<file path="config.mk">
export PLATFORM = sky130hd
export DESIGN_NAME = ascon_block_padder
export DESIGN_NICKNAME = d
export VERILOG_FILES = /design/src/rtl/ascon_pkg.sv /design/src/rtl/ascon_pad_insert.sv /design/src/rtl/ascon_block_padder.sv
export SDC_FILE = /design/constraint.sdc
export NUM_CORES = 1
export LEC_CHECK = 0
export CAP_MARGIN = 20
export CORE_MARGIN = 5
export CORE_UTILIZATION = 40
export DETAILED_ROUTE_END_ITERATION = 10
export HOLD_SLACK_MARGIN = 0.02
export PLACE_DENSITY = 0.59
export REMOVE_ABC_BUFFERS = 1
export SLEW_MARGIN = 20
export SYNTH_ARGS = -nofsm -noshare
export SYNTH_HDL_FRONTEND = slang
export SYNTH_SLANG_ARGS = --single-unit
</file>
<file path="constraint.sdc">
create_clock -name clk -period 3.6 [get_ports clk]
set_input_delay 0.72 -clock clk [delete_from_list [all_inputs] [get_ports clk]]
set_output_delay 0.72 -clock clk [all_outputs]
set_load 0.03 [all_outputs]
</file>
<file path="src/rtl/ascon_pkg.sv">
`default_nettype none
// +----------------------------------------------------------------------------+
// | ascon_pkg : shared rate sizes, padding byte and FSM encoding for padder      |
// | Revision  : 1.0                                                             |
// +----------------------------------------------------------------------------+
package ascon_pkg;

  localparam int unsigned RATE_BYTES_128  = 8;
  localparam int unsigned RATE_BYTES_128A = 16;
  localparam logic [7:0]  PAD_BYTE        = 8'h80;

  typedef enum logic [1:0] {
    ST_FILL     = 2'd0,
    ST_EMIT     = 2'd1,
    ST_PAD_EMIT = 2'd2
  } state_e;

endpackage
`default_nettype wire

</file>
<file path="src/rtl/ascon_pad_insert.sv">
`default_nettype none
// +----------------------------------------------------------------------------+
// | ascon_pad_insert : keeps bytes below count, drops PAD_BYTE at count, aligns  |
// | the result to the active rate of the category. Revision 1.0                 |
// +----------------------------------------------------------------------------+
module ascon_pad_insert
  import ascon_pkg::*;
#(
  parameter int RATE_MAX_W = 128,
  parameter int IW         = $clog2(RATE_MAX_W / 8) + 1
) (
  input  logic [RATE_MAX_W-1:0] src,
  input  logic [IW-1:0]         count,
  input  logic                  pad_en,
  input  logic                  category,
  output logic [RATE_MAX_W-1:0] block
);

  localparam int MAXB  = RATE_MAX_W / 8;
  localparam int SHIFT = RATE_MAX_W - 8 * RATE_BYTES_128;

  logic [IW-1:0]         rate_bytes;
  logic [RATE_MAX_W-1:0] wide;

  assign rate_bytes = category ? IW'(RATE_BYTES_128A) : IW'(RATE_BYTES_128);

  // src is always laid out MSB-first across the full width; byte i is byte i of the message
  for (genvar i = 0; i < MAXB; i++) begin : g_byte
    localparam logic [IW-1:0] BI = IW'(i);
    logic [7:0] b;
    always_comb begin
      b = 8'h00;
      if (BI < rate_bytes) begin
        if (BI < count) begin
          b = src[RATE_MAX_W-1-8*i -: 8];
        end else if (pad_en && (BI == count)) begin
          b = PAD_BYTE;
        end
      end
    end
    assign wide[RATE_MAX_W-1-8*i -: 8] = b;
  end

  // The narrow rate lives in the low bits of the block
  assign block = category ? wide : (wide >> SHIFT);

endmodule
`default_nettype wire

</file>
<file path="src/rtl/ascon_block_padder.sv">
`default_nettype none
// +----------------------------------------------------------------------------+
// | ascon_block_padder : packs a byte stream into padded ASCON rate blocks.      |
// | Option macro ASCON_BLK_CNT_EN adds blk_count. Revision 1.0                   |
// +----------------------------------------------------------------------------+
module ascon_block_padder
  import ascon_pkg::*;
#(
  parameter int RATE_MAX_W = 128
) (
  input  logic                  clk,
  input  logic                  rst,
  input  logic                  permutation_category,
  input  logic [7:0]            in_data,
  input  logic                  in_valid,
  input  logic                  in_last,
  input  logic                  in_empty,
  output logic                  in_ready,
  output logic [RATE_MAX_W-1:0] data_block,
  output logic                  blk_valid,
  output logic                  blk_last,
  output logic                  blk_category,
  input  logic                  blk_ready
`ifdef ASCON_BLK_CNT_EN
  ,
  output logic [15:0]           blk_count
`endif
);

  localparam int MAXB = RATE_MAX_W / 8;
  localparam int IW   = $clog2(MAXB) + 1;

  localparam logic [1:0] FILL     = ST_FILL;
  localparam logic [1:0] EMIT     = ST_EMIT;
  localparam logic [1:0] PAD_EMIT = ST_PAD_EMIT;

  logic [1:0]            state;
  logic [IW-1:0]         idx;
  logic [RATE_MAX_W-1:0] buffer;
  logic                  active;
  logic                  cat_q;
  logic                  pad_pend;

  logic                  cat_eff;
  logic [IW-1:0]         rate_bytes;
  logic                  full;
  logic                  byte_beat;
  logic                  emit;
  logic                  last_blk;
  logic                  hs;
  logic [RATE_MAX_W-1:0] merged;
  logic [RATE_MAX_W-1:0] pi_src;
  logic [IW-1:0]         pi_count;
  logic                  pi_pad;
  logic [RATE_MAX_W-1:0] padded;

  // The first beat of a message sees the live category; later beats use the latched one
  assign cat_eff    = active ? cat_q : permutation_category;
  assign rate_bytes = cat_eff ? IW'(RATE_BYTES_128A) : IW'(RATE_BYTES_128);
  assign full       = (idx == rate_bytes - IW'(1));

  assign in_ready     = (state == FILL);
  assign blk_valid    = (state != FILL);
  assign blk_category = cat_q;
  assign hs           = blk_valid && blk_ready;

  assign byte_beat = (state == FILL) && !in_empty;
  assign emit      = in_empty ? in_last : (full || in_last);
  assign last_blk  = in_empty || !full;

  for (genvar i = 0; i < MAXB; i++) begin : g_merge
    localparam logic [IW-1:0] BI = IW'(i);
    assign merged[RATE_MAX_W-1-8*i -: 8] =
      (idx == BI) ? in_data : buffer[RATE_MAX_W-1-8*i -: 8];
  end

  // Outside FILL the buffer and idx are zero, so the same path yields the pad-only block
  assign pi_src   = byte_beat ? merged : buffer;
  assign pi_count = byte_beat ? (idx + IW'(1)) : idx;
  assign pi_pad   = !(byte_beat && full);

  ascon_pad_insert #(
    .RATE_MAX_W (RATE_MAX_W),
    .IW         (IW)
  ) u_pad_insert (
    .src      (pi_src),
    .count    (pi_count),
    .pad_en   (pi_pad),
    .category (cat_eff),
    .block    (padded)
  );

  always_ff @(posedge clk) begin
    if (rst) begin
      state      <= FILL;
      idx        <= '0;
      buffer     <= '0;
      data_block <= '0;
      blk_last   <= 1'b0;
      cat_q      <= 1'b0;
      active     <= 1'b0;
      pad_pend   <= 1'b0;
    end else begin
      case (state)
        FILL: begin
          if (in_valid && !(in_empty && !in_last)) begin
            active <= 1'b1;
            if (!active) begin
              cat_q <= permutation_category;
            end
            if (emit) begin
              data_block <= padded;
              blk_last   <= last_blk;
              pad_pend   <= in_last && !in_empty && full;
              buffer     <= '0;
              idx        <= '0;
              state      <= EMIT;
            end else begin
              buffer <= merged;
              idx    <= idx + IW'(1);
            end
          end
        end
        EMIT: begin
          if (blk_ready) begin
            if (pad_pend) begin
              data_block <= padded;
              blk_last   <= 1'b1;
              pad_pend   <= 1'b0;
              state      <= PAD_EMIT;
            end else begin
              if (blk_last) begin
                active <= 1'b0;
              end
              blk_last <= 1'b0;
              state    <= FILL;
            end
          end
        end
        PAD_EMIT: begin
          if (blk_ready) begin
            active   <= 1'b0;
            blk_last <= 1'b0;
            state    <= FILL;
          end
        end
        default: begin
          state <= FILL;
        end
      endcase
    end
  end

`ifdef ASCON_BLK_CNT_EN
  logic [15:0] cnt;

  always_ff @(posedge clk) begin
    if (rst) begin
      cnt <= '0;
    end else if (hs) begin
      if (blk_last) begin
        cnt <= '0;
      end else if (cnt != 16'hFFFF) begin
        cnt <= cnt + 16'd1;
      end
    end
  end

  assign blk_count = cnt;
`endif

endmodule
`default_nettype wire

</file>
After elaboration in Yosys (flattened, before gate mapping). Cells that the tools add are included.

Add/subtract/negate cells: 2. Order comparisons: 32. Equality and inequality tests: 40. Multiplexer cells: 97. Reductions and logical operators: 41.

Operators by type and width (count): two-way mux 128 bit (7); two-way mux 8 bit (64); one-hot mux 128 bit (2 select lines) (1); less-than comparator 4 x 5 -> 1 bit (first input constant) (16); == test 4 x 5 -> 1 bit (first input constant) (8); == test 5 x 4 -> 1 bit (second input constant) (8); less-than comparator 3 x 5 -> 1 bit (first input constant) (8); logical AND 1 bit (22); == test 3 x 5 -> 1 bit (first input constant) (4); == test 5 x 3 -> 1 bit (second input constant) (4); less-than comparator 1 x 5 -> 1 bit (first input constant) (4); less-than comparator 2 x 5 -> 1 bit (first input constant) (4); two-way mux 5 bit (3); two-way mux 1 bit (13); == test 2 x 5 -> 1 bit (first input constant) (2); == test 5 x 2 -> 1 bit (second input constant) (2); logical NOT 5 bit (2); two-way mux 2 bit (5); != test 2 bit (second input constant) (5); AND reduction 5 bit (2); AND reduction 4 bit (2); one-hot mux 1 bit (3 select lines) (2); one-hot mux 2 bit (3 select lines) (1); AND reduction 6 bit (1); other kinds (15) (22).

Register bits: 267. Input bits: 15. Output and inout port bits: 132. Logic and storage cells: 220.

Depth between registers and ports, before layout.
Depth in word-level cells: 14. Mapped depth: 11. Depth with buffers taken out: 9.

Cells and area by module. A second synthesis with hierarchy kept.

Cell total of the unflattened synthesis: 1606. Area total of the unflattened synthesis: 14103.5 µm².

Modules (own cells, without submodules): ascon_block_padder (times used 1, cells an instance 1367, area an instance 12480.7 µm², sequential area each 5345.1 µm²); ascon_pad_insert (times used 1, cells an instance 239, area an instance 1622.8 µm², sequential area each 0.0 µm²).

Least setup slack after synthesis. No wires, ideal clock.

Path kind: flip-flop to flip-flop. Start: reg idx[0]. End: reg data_block[15]. Library setup time: 137 ps. Data arrival time: 2543 ps. Required time: 3463 ps. Slack: 920 ps. Cell stages (with the launch flop): 12. Buffers on the path: 2. Clock period less this slack: 2680 ps. Path through: dfxtp_1 -> ha_1 -> clkbuf_1 -> and3_1 -> ha_1 -> nand3b_1 -> a21boi_1 -> nor3_2 -> buf_2 -> a21oi_1 -> o211ai_1 -> o211ai_1.

Longest elaborated chain between the ends: 11. Elaborated cells on any way between the ends: 32. Classes of those cells: 1 x add/sub; 2 x order compare; 6 x eq/ne; 17 x mux; 6 x reduce/logical.

Ends and longest elaborated chain: start: declaration (line ascon_block_padder.sv:38) `logic [IW-1:0] idx;`; start signal: assignment (line ascon_block_padder.sv:120) `idx <= idx + IW'(1);`; parallel branches: the longest is 11 deep, another holds adder 5 x 1 -> 5 bit; end signal: assignment (line ascon_block_padder.sv:112) `data_block <= padded;`; end signal: assignment (line ascon_block_padder.sv:127) `data_block <= padded;`; end: declaration (line ascon_block_padder.sv:19) `output logic [RATE_MAX_W-1:0] data_block,`.

Several ways; the timed one is not identified. The select of a mux whose other input is x is not followed. A chain may end at the register's enable or synchronous reset.

Worst setup path after layout.
Start: reg state[0]. End: reg data_block[99].

Longest elaborated chain between the ends: 10. Elaborated cells on any way between the ends: 20. Classes of those cells: 1 x order compare; 5 x eq/ne; 10 x mux; 4 x reduce/logical.

Ends and longest elaborated chain: start: declaration (line ascon_block_padder.sv:37) `logic [1:0] state;`; start signal: assignment (line ascon_block_padder.sv:95) `state <= FILL;`; start signal: assignment (line ascon_block_padder.sv:117) `state <= EMIT;`; start signal: assignment (line ascon_block_padder.sv:130) `state <= PAD_EMIT;`; logical NOT 2 bit (line ascon_block_padder.sv:67, ascon_block_padder.sv:104); logical AND 1 bit (line ascon_block_padder.sv:67) `assign byte_beat = (state == FILL) && !in_empty;`; two-way mux 5 bit (line ascon_block_padder.sv:79) `assign pi_count = byte_beat ? (idx + IW'(1)) : idx;`; less-than comparator 2 x 5 -> 1 bit (line ascon_pad_insert.sv:34) `if (BI < count) begin`; two-way mux 8 bit (line ascon_pad_insert.sv:34); two-way mux 8 bit (line ascon_pad_insert.sv:33) `if (BI < rate_bytes) begin`; two-way mux 128 bit (line ascon_pad_insert.sv:45) `assign block = category ? wide : (wide >> SHIFT);`; two-way mux 128 bit (on tied branches) (line ascon_block_padder.sv:126, ascon_block_padder.sv:111); two-way mux 128 bit (on tied branches) (line ascon_block_padder.sv:125, ascon_block_padder.sv:106); one-hot mux 128 bit (2 select lines) (line ascon_block_padder.sv:104) `case (state)`.

Parallel ways exist; a longest one is shown, timed or not. The select of a mux whose other input is x is not followed.

==> flow_summary.toml <==
[run_status]
outcome = "finished clean"

[routing]
via_count = 11410
wl_per_cell_um = 20.77
postRouteAntennaNets = 0
drtIter0Drc = 893
firstDrtPassIters = 5
postRouteWirelength_mm = 40.46
route.detailed.drc = 0
vias_per_cell = 5.858

[yosys]
synth_area_um2 = 12580
yosysSeqAreaShare_pct = 42.49
synth.distinct_cells = 77
dominantRegCellSynth = "dfxtp_1"
ys_warn_count = 0
synthArstFlopShare_pct = 0
ys_ff_latch = 267
synth_edf_count = 0
synth_area_per_cell_um2 = 9.019
synth_cells = 1395

[power]
vdd_drop_max_uv = 360.7
leakagePower_nw = 5.814
power_density_nw_per_um2 = 502.1
p_total_mw = 7.856

[sta]
post-route-min-period_ns = 3.074
finalSetupViolations = 0
fin_worst_skew_ns = 0.009920
worst_pin_slew_ns = 0.8044
slew_headroom_pct = 46.37
finalCritPeriodShare_pct = 85.40
rsz0062_at_grt = "false"
slew_violations = 0
fmax_mhz = 325.3
hold_viol_final = 0

[hold_path]
holdPathStages = 2
hold_class = "flip-flop to flip-flop"

[finish]
diodes = 0
utilization_pct = 49.97
area_growth_pct = 24.38
multi_input_area_um2 = 6661
drive_gt1_share_pct = 13.00
fillers = 2989
seqCellArea_um2 = 5345
fin_nets = 1551

[die]
start_util_pct = 40.18
fp.dieW_um = 187.3
num_io_pins = 147
fp-row-count = 65
die_h_um = 187.3
fp.coreArea_um2 = 31310
die_area_um2 = 35100

[placed_design]
dp_hpwl_mm = 27.07
portBuffers = 146
globalplace.congestion = 0.9544

[global_route]
grt_pass1_vias = 11110
grtUsageTotal_pct = 21.93
grt_max_degree = 122
antenna_found_initial = 0
grt_overflow = 0
grt_pass1_wl_mm = 63.38

[clock_network]
clock_latency_ns = 0.54
cts_root_buf = "clkbuf_16"
h-tree-depth = 1
ctsHoldBuffers = 0
cts_resized = 0
cts_setup_buffers = 0
clk_pin_slew_worst_paths_ns = 0.06
clock_path_buffers = 3
cts_num_sinks = 267
cts_made_buffers = 28
cts_tree = "yes"

[critical_path]
arrival_ns = 3.47
required_ns = 3.99
ff2ff_path_depth = 10
criticalPathCategory = "flip-flop to flip-flop"
end_kind = "flip-flop"
cp_max_fo = 15
startpoint_type = "flip-flop"

[run]
cap_viol_max_count = 0
logic make-up (layout without fill, tap and decap cells):
group / Yosys count / in the layout / share of synthesized area, %
AOI/OAI and AO/OA: 408 / 408 / 24.59
buffers and inverters: 140 / 291 / 4.684
xor gates and xnor gates: 6 / 6 / 0.4774
and+or+nand+nor: 435 / 435 / 15.89
muxes: 128 / 128 / 10.77
DFF: 267 / 267 / 42.49
adders and majority gates: 11 / 11 / 1.094
power breakdown:
group	leakage (nW)	total, mW	internal (mW)	switching (mW)
Combinational	3.21	1.84	0.629	1.22
Sequential	2.16	3.14	3.07	0.0725
Clock	0.444	2.87	1.71	1.16
Total	5.81	7.86	5.41	2.45
layout by cell type (no fill, tap or decap), types with 10 or more instances in the layout:
master and n:
clkbuf_1 13, mux2_2 49, a32oi_1 22, mux2i_1 78
buf_4 74, a211oi_1 29, o21ai_1 20, o221ai_1 10
o211ai_1 11, inv_1 10, a22oi_1 147, a222oi_1 14
and2_1 10, nor3_1 44, dfxtp_1 267, a2bb2oi_1 36
nand2_1 35, and3_1 26, nand3_1 16, clkbuf_16 29
nor2_1 252, o21ai_0 15, a21oi_1 47, clkdlybuf4s50_1 145
ha_1 11
registers in the layout, indices dropped and copies added, names as in the netlist:
name          count
buffer          128
data_block      128
idx               5
state             2
active            1
blk_category      1
blk_last          1
pad_pend          1
area by class of cell:
cell class	count	area share [%]
Tap cell	402	3.214
Inverter	12	0.2879
Timing Repair Buffer	228	13.92
Clock inverter	1	0.1919
Sequential cell	267	34.16
Clock buffer	50	5.653
Multi-Input combinational cell	988	42.57
per-layer routing:
layer / global-route usage, % / vias to the layer above / wire (um)
li1: - / 5469 / -
met1: 30.90 / 5523 / 18630
met2: 35.93 / 362 / 18560
met3: 2.856 / 57 / 2478
met4: 5.119 / 0 / 802
met5: 0 / - / 0
synth_stat cells (3+ instances only):
library cell | count | area [um2]
mux2_2 | 49 | 551.8
nor4_1 | 6 | 37.54
a21o_1 | 8 | 60.06
buf_2 | 45 | 225.2
and2_1 | 10 | 62.56
buf_1 | 6 | 22.52
o21ai_0 | 15 | 75.07
nand3_1 | 16 | 80.08
a22oi_1 | 147 | 1104
nor2_1 | 253 | 949.7
a222oi_1 | 14 | 140.1
nand2b_1 | 5 | 31.28
xnor2_1 | 4 | 35.03
o31ai_1 | 4 | 30.03
a21oi_1 | 47 | 235.2
a2bb2oi_1 | 36 | 315.3
a211oi_1 | 29 | 217.7
and3_1 | 26 | 162.7
mux2i_1 | 78 | 780.8
dfxtp_1 | 267 | 5345
nor3_1 | 44 | 220.2
a32oi_1 | 22 | 192.7
nand4_1 | 5 | 31.28
a31oi_1 | 4 | 25.02
o21ai_1 | 20 | 100.1
a221o_1 | 7 | 70.07
nand2_1 | 36 | 135.1
inv_1 | 10 | 37.54
nand3b_1 | 3 | 22.52
o211a_1 | 7 | 70.07
ha_1 | 11 | 137.6
nor3_2 | 3 | 30.03
nor2b_1 | 3 | 18.77
o211ai_1 | 11 | 82.58
or2_2 | 8 | 50.05
o221ai_1 | 10 | 87.58
clkbuf_1 | 75 | 281.5
critical path: stages (launching register included):
cell and delay (ns):
dfxtp_1 0.39, inv_1 0.10, ha_1 0.34, buf_4 0.25, nor2b_1 0.14, buf_4 0.22, o32ai_1 0.39, nor2_1 0.18
o21ai_1 0.63, a2bb2oi_1 0.20, nor2_1 0.06
path summary, 6_finish.rpt:
kind                            slack (ns)                          end                        from
worst max-delay path                  0.53  data_block[99]$_SDFFE_PP0P_       state[0]$_SDFFE_PP0P_
worst min register to register        0.45   data_block[5]$_SDFFE_PP0P_  data_block[5]$_SDFFE_PP0P_
worst max register to register        0.53  data_block[99]$_SDFFE_PP0P_       state[0]$_SDFFE_PP0P_
worst min-delay path                  0.45   data_block[5]$_SDFFE_PP0P_  data_block[5]$_SDFFE_PP0P_
stage by stage:
step                TNS [ns]  instance area (um2)  cells  setup WS [ns]  hold slack [ns]
floorplan             -51.95                12040   1267        -0.5919           0.4546
global placement           0                14730   1897         0.2492           0.4459
detailed placement         0                14730   1897         0.1756           0.4473
CTS                        0                15650   1948         0.5318           0.4557
global route               0                15650   1948         0.3389           0.4678
finish                     0                15650   1948         0.5257           0.4532
Power figures use the tool's default switching activity.
==> RTL edit: new RTL, same settings <==
`RATE_MAX_W` is set to 128 in 2 places; all go to 256.
--- a/src/rtl/ascon_pad_insert.sv
+++ b/src/rtl/ascon_pad_insert.sv
@@ -7,5 +7,5 @@
   import ascon_pkg::*;
 #(
-  parameter int RATE_MAX_W = 128,
+  parameter int RATE_MAX_W = 256,
   parameter int IW         = $clog2(RATE_MAX_W / 8) + 1
 ) (
--- a/src/rtl/ascon_block_padder.sv
+++ b/src/rtl/ascon_block_padder.sv
@@ -7,5 +7,5 @@
   import ascon_pkg::*;
 #(
-  parameter int RATE_MAX_W = 128
+  parameter int RATE_MAX_W = 256
 ) (
   input  logic                  clk,
Interface: changed (resized data_block); port bits go from 147 to 275. No check against the original RTL was run, so the function may have changed too.
==> RTL edit against the unedited design <==
- via count increased by 8.8%
- non-clock buffer count increased by 39
- sequential cell count increased by 65
- wire length increased by 8.7%
- fmax decreased by 0.62%
- area after synthesis increased by 15%
- final area increased by 15%
- setup slack got worse by 0.019 ns
- critical path depth decreased by 2
- final cell count increased by 15%
- synthesized cell count increased by 14%
- critical endpoint is now data_block[43]
Power is not compared: it rests on default switching activity, and its combinational part moved more than twofold at a synthesized area within 25%.
==> RTL edit: results (changes against the unedited design) <==
stage,metric,value,unit,change
run_status,status,completed,,unchanged
critical_path,worst path required time,3.96,ns,was 3.99 ns
critical_path,CP max stage cell,dfxtp_1,,was o21ai_1
cts,TritonCTS buffer count,36,,was 28
route,initial drt markers,995,,was 893
cts,Skew-Pair Late Insertion Delay,0.52,ns,was 0.54 ns
cts,CTS root buf,clkbuf_16,,unchanged
logic_synthesis,synth top area cells,"dfxtp_1 (46%), a22oi_1 (12%), mux2i_1 (9.0%)",,"was dfxtp_1 (42%), a22oi_1 (8.8%), nor2_1 (7.5%)"
logic_synthesis,mux cell area share after synthesis,9.27,%,was 10.8%
grt,met3 usage,4.20,%,was 2.86%
logic_synthesis,synth cell count leaders,"dfxtp_1 (332), nor2_1 (308), a22oi_1 (230), mux2i_1 (129), clkbuf_1 (106)",,"was dfxtp_1 (267), nor2_1 (253), a22oi_1 (147), mux2i_1 (78), clkbuf_1 (75)"
critical_path,Critical Path AT,3.46,ns,was 3.47 ns
final_layout,share of cells above drive strength 1,7.73,%,was 13.0%
cts,setup bufs post-CTS,0,,unchanged
critical_path,R2R cell count,8,,was 10
critical_path,crit-path max cell delay,0.51,ns,was 0.63 ns
power_and_ir_drop,sw power,2.14,mW,
grt,largest net degree at the start of global routing,100,,was 122
cts,# resized after CTS,0,,unchanged
grt,met2 GRT Util,33.5,%,was 35.9%
cts,Clock Tree Buf Depth,3,,unchanged
logic_synthesis,Syn. warnings,0,,unchanged
timing,slew margin rel.,30.9,%,was 46.4%
hold_path,Hold WC Path Type,flop to flop,,unchanged
timing,clk_skew,0.0127,ns,was 0.00992 ns
timing,pins over their slew limit,0,,unchanged
place,# port buffers,210,,was 146
logic_synthesis,post-synthesis cell type count,63,,was 77
power_and_ir_drop,Max VDD drop,0.331,mV,
logic_synthesis,fraction of registers with async set/reset,0,%,unchanged
logic_synthesis,Compound-Gate Fraction of Synth Area,21.7,%,was 24.6%
logic_synthesis,Post-Synth XOR/XNOR Area,0.121,%,was 0.477%
route,via count,12413,,was 11411
hold_path,worst hold stages,2,,unchanged
cts,CTS H-tree lvls,2,,was 1
final_layout,top flop regs,"data_block x192, buffer x128, idx x6",,"was buffer x128, data_block x128, idx x5"
grt,first-pass GRT wire length,68.2,mm,was 63.4 mm
place,RD Place Congestion,0.866,,was 0.954
grt,initial antenna violation count,1,,was 0
cts,clk slew on worst S/H paths,0.06,ns,about the same
route,first-pass detailed-route iteration total,6,,was 5
grt,Total GRT Usage,21.2,%,was 21.9%
logic_synthesis,sequential area share after synthesis,46.1,%,was 42.5%
place,HPWL after detailed placement,28.9,mm,was 27.1 mm
critical_path,crit-path max FO,96,,was 15
grt,M1 GR Usage,29.9,%,was 30.9%
final_layout,Final #Nets,1786,,was 1551
route,final WL,44.0,mm,was 40.5 mm
power_and_ir_drop,Leak,6.75,nW,
logic_synthesis,post-synthesis adder-cell area fraction,0.781,%,was 1.09%
grt,number of global-route vias before repair,11948,,was 11111
-- RTL edit: routing by layer --
metal  vias up  wire length [um]
li1       5984                 -
met1      5985             20100
met2       381             20200
met3        63              2800
met4         0               867
met5         -                 0
-- RTL edit: final timing paths --
check                start              to  slack, ns
max                 idx[1]  data_block[43]       0.51
min          data_block[1]   data_block[1]       0.45
min reg2reg  data_block[1]   data_block[1]       0.45
max reg2reg         idx[1]  data_block[43]       0.51
-- RTL edit: final cells by class --
type	instances	area (um2)
Clock inverter	9	77.6
Antenna cell	3	7.51
Fill cell	3404	17600
Clock buffer	52	1050
Multi-Input combinational cell	1115	6960
Tap cell	461	577
Timing Repair Buffer	267	2610
Inverter	10	37.5
Sequential cell	332	6650
-- RTL edit: worst max-delay path: cells and delay by family (launching register included) --
kind	cells	cell delay (ns)
AND/OR/NAND/NOR	4	1.04
AO/OA/AOI/OAI	2	0.63
flip-flops	1	0.51
adder cells (fa/ha/maj)	1	0.43
buffers and inverters	1	0.24
-- RTL edit: kinds of logic after synthesis --
| kind of cell | after synthesis |
|---|---|
| AOI/OAI and AO/OA | 426 |
| DFF | 332 |
| buffers and inverters | 207 |
| and+or+nand+nor | 481 |
| muxes | 133 |
| xor gates and xnor gates | 2 |
| other | 1 |
| adders and majority gates | 9 |
-- RTL edit: per-stage QoR --
step           setup slack, ns  cell area [um2]  utilization (%)  std cells
6_report                 0.506            18000             50.5       2249
3_5_place_dp             0.156            16800             47.3       2185
4_1_cts                  0.562            18000             50.5       2246
5_1_grt                  0.295            18000             50.5       2247
2_1_floorplan            -2.57            13600                -       1457
3_3_place_gp            0.0979            16800             47.3       2185
-- RTL edit: power by group through the flow --
| stage | combinational [mW] | clock [mW] | sequential [mW] |
|---|---|---|---|
| floorplan | 0.405 | 0 | 3.80 |
| global placement | 0.810 | 0 | 3.79 |
| detailed placement | 0.816 | 0 | 3.79 |
| CTS | 0.818 | 3.66 | 3.71 |
| global route | 0.881 | 3.82 | 3.71 |
| finish | 0.821 | 3.58 | 3.71 |
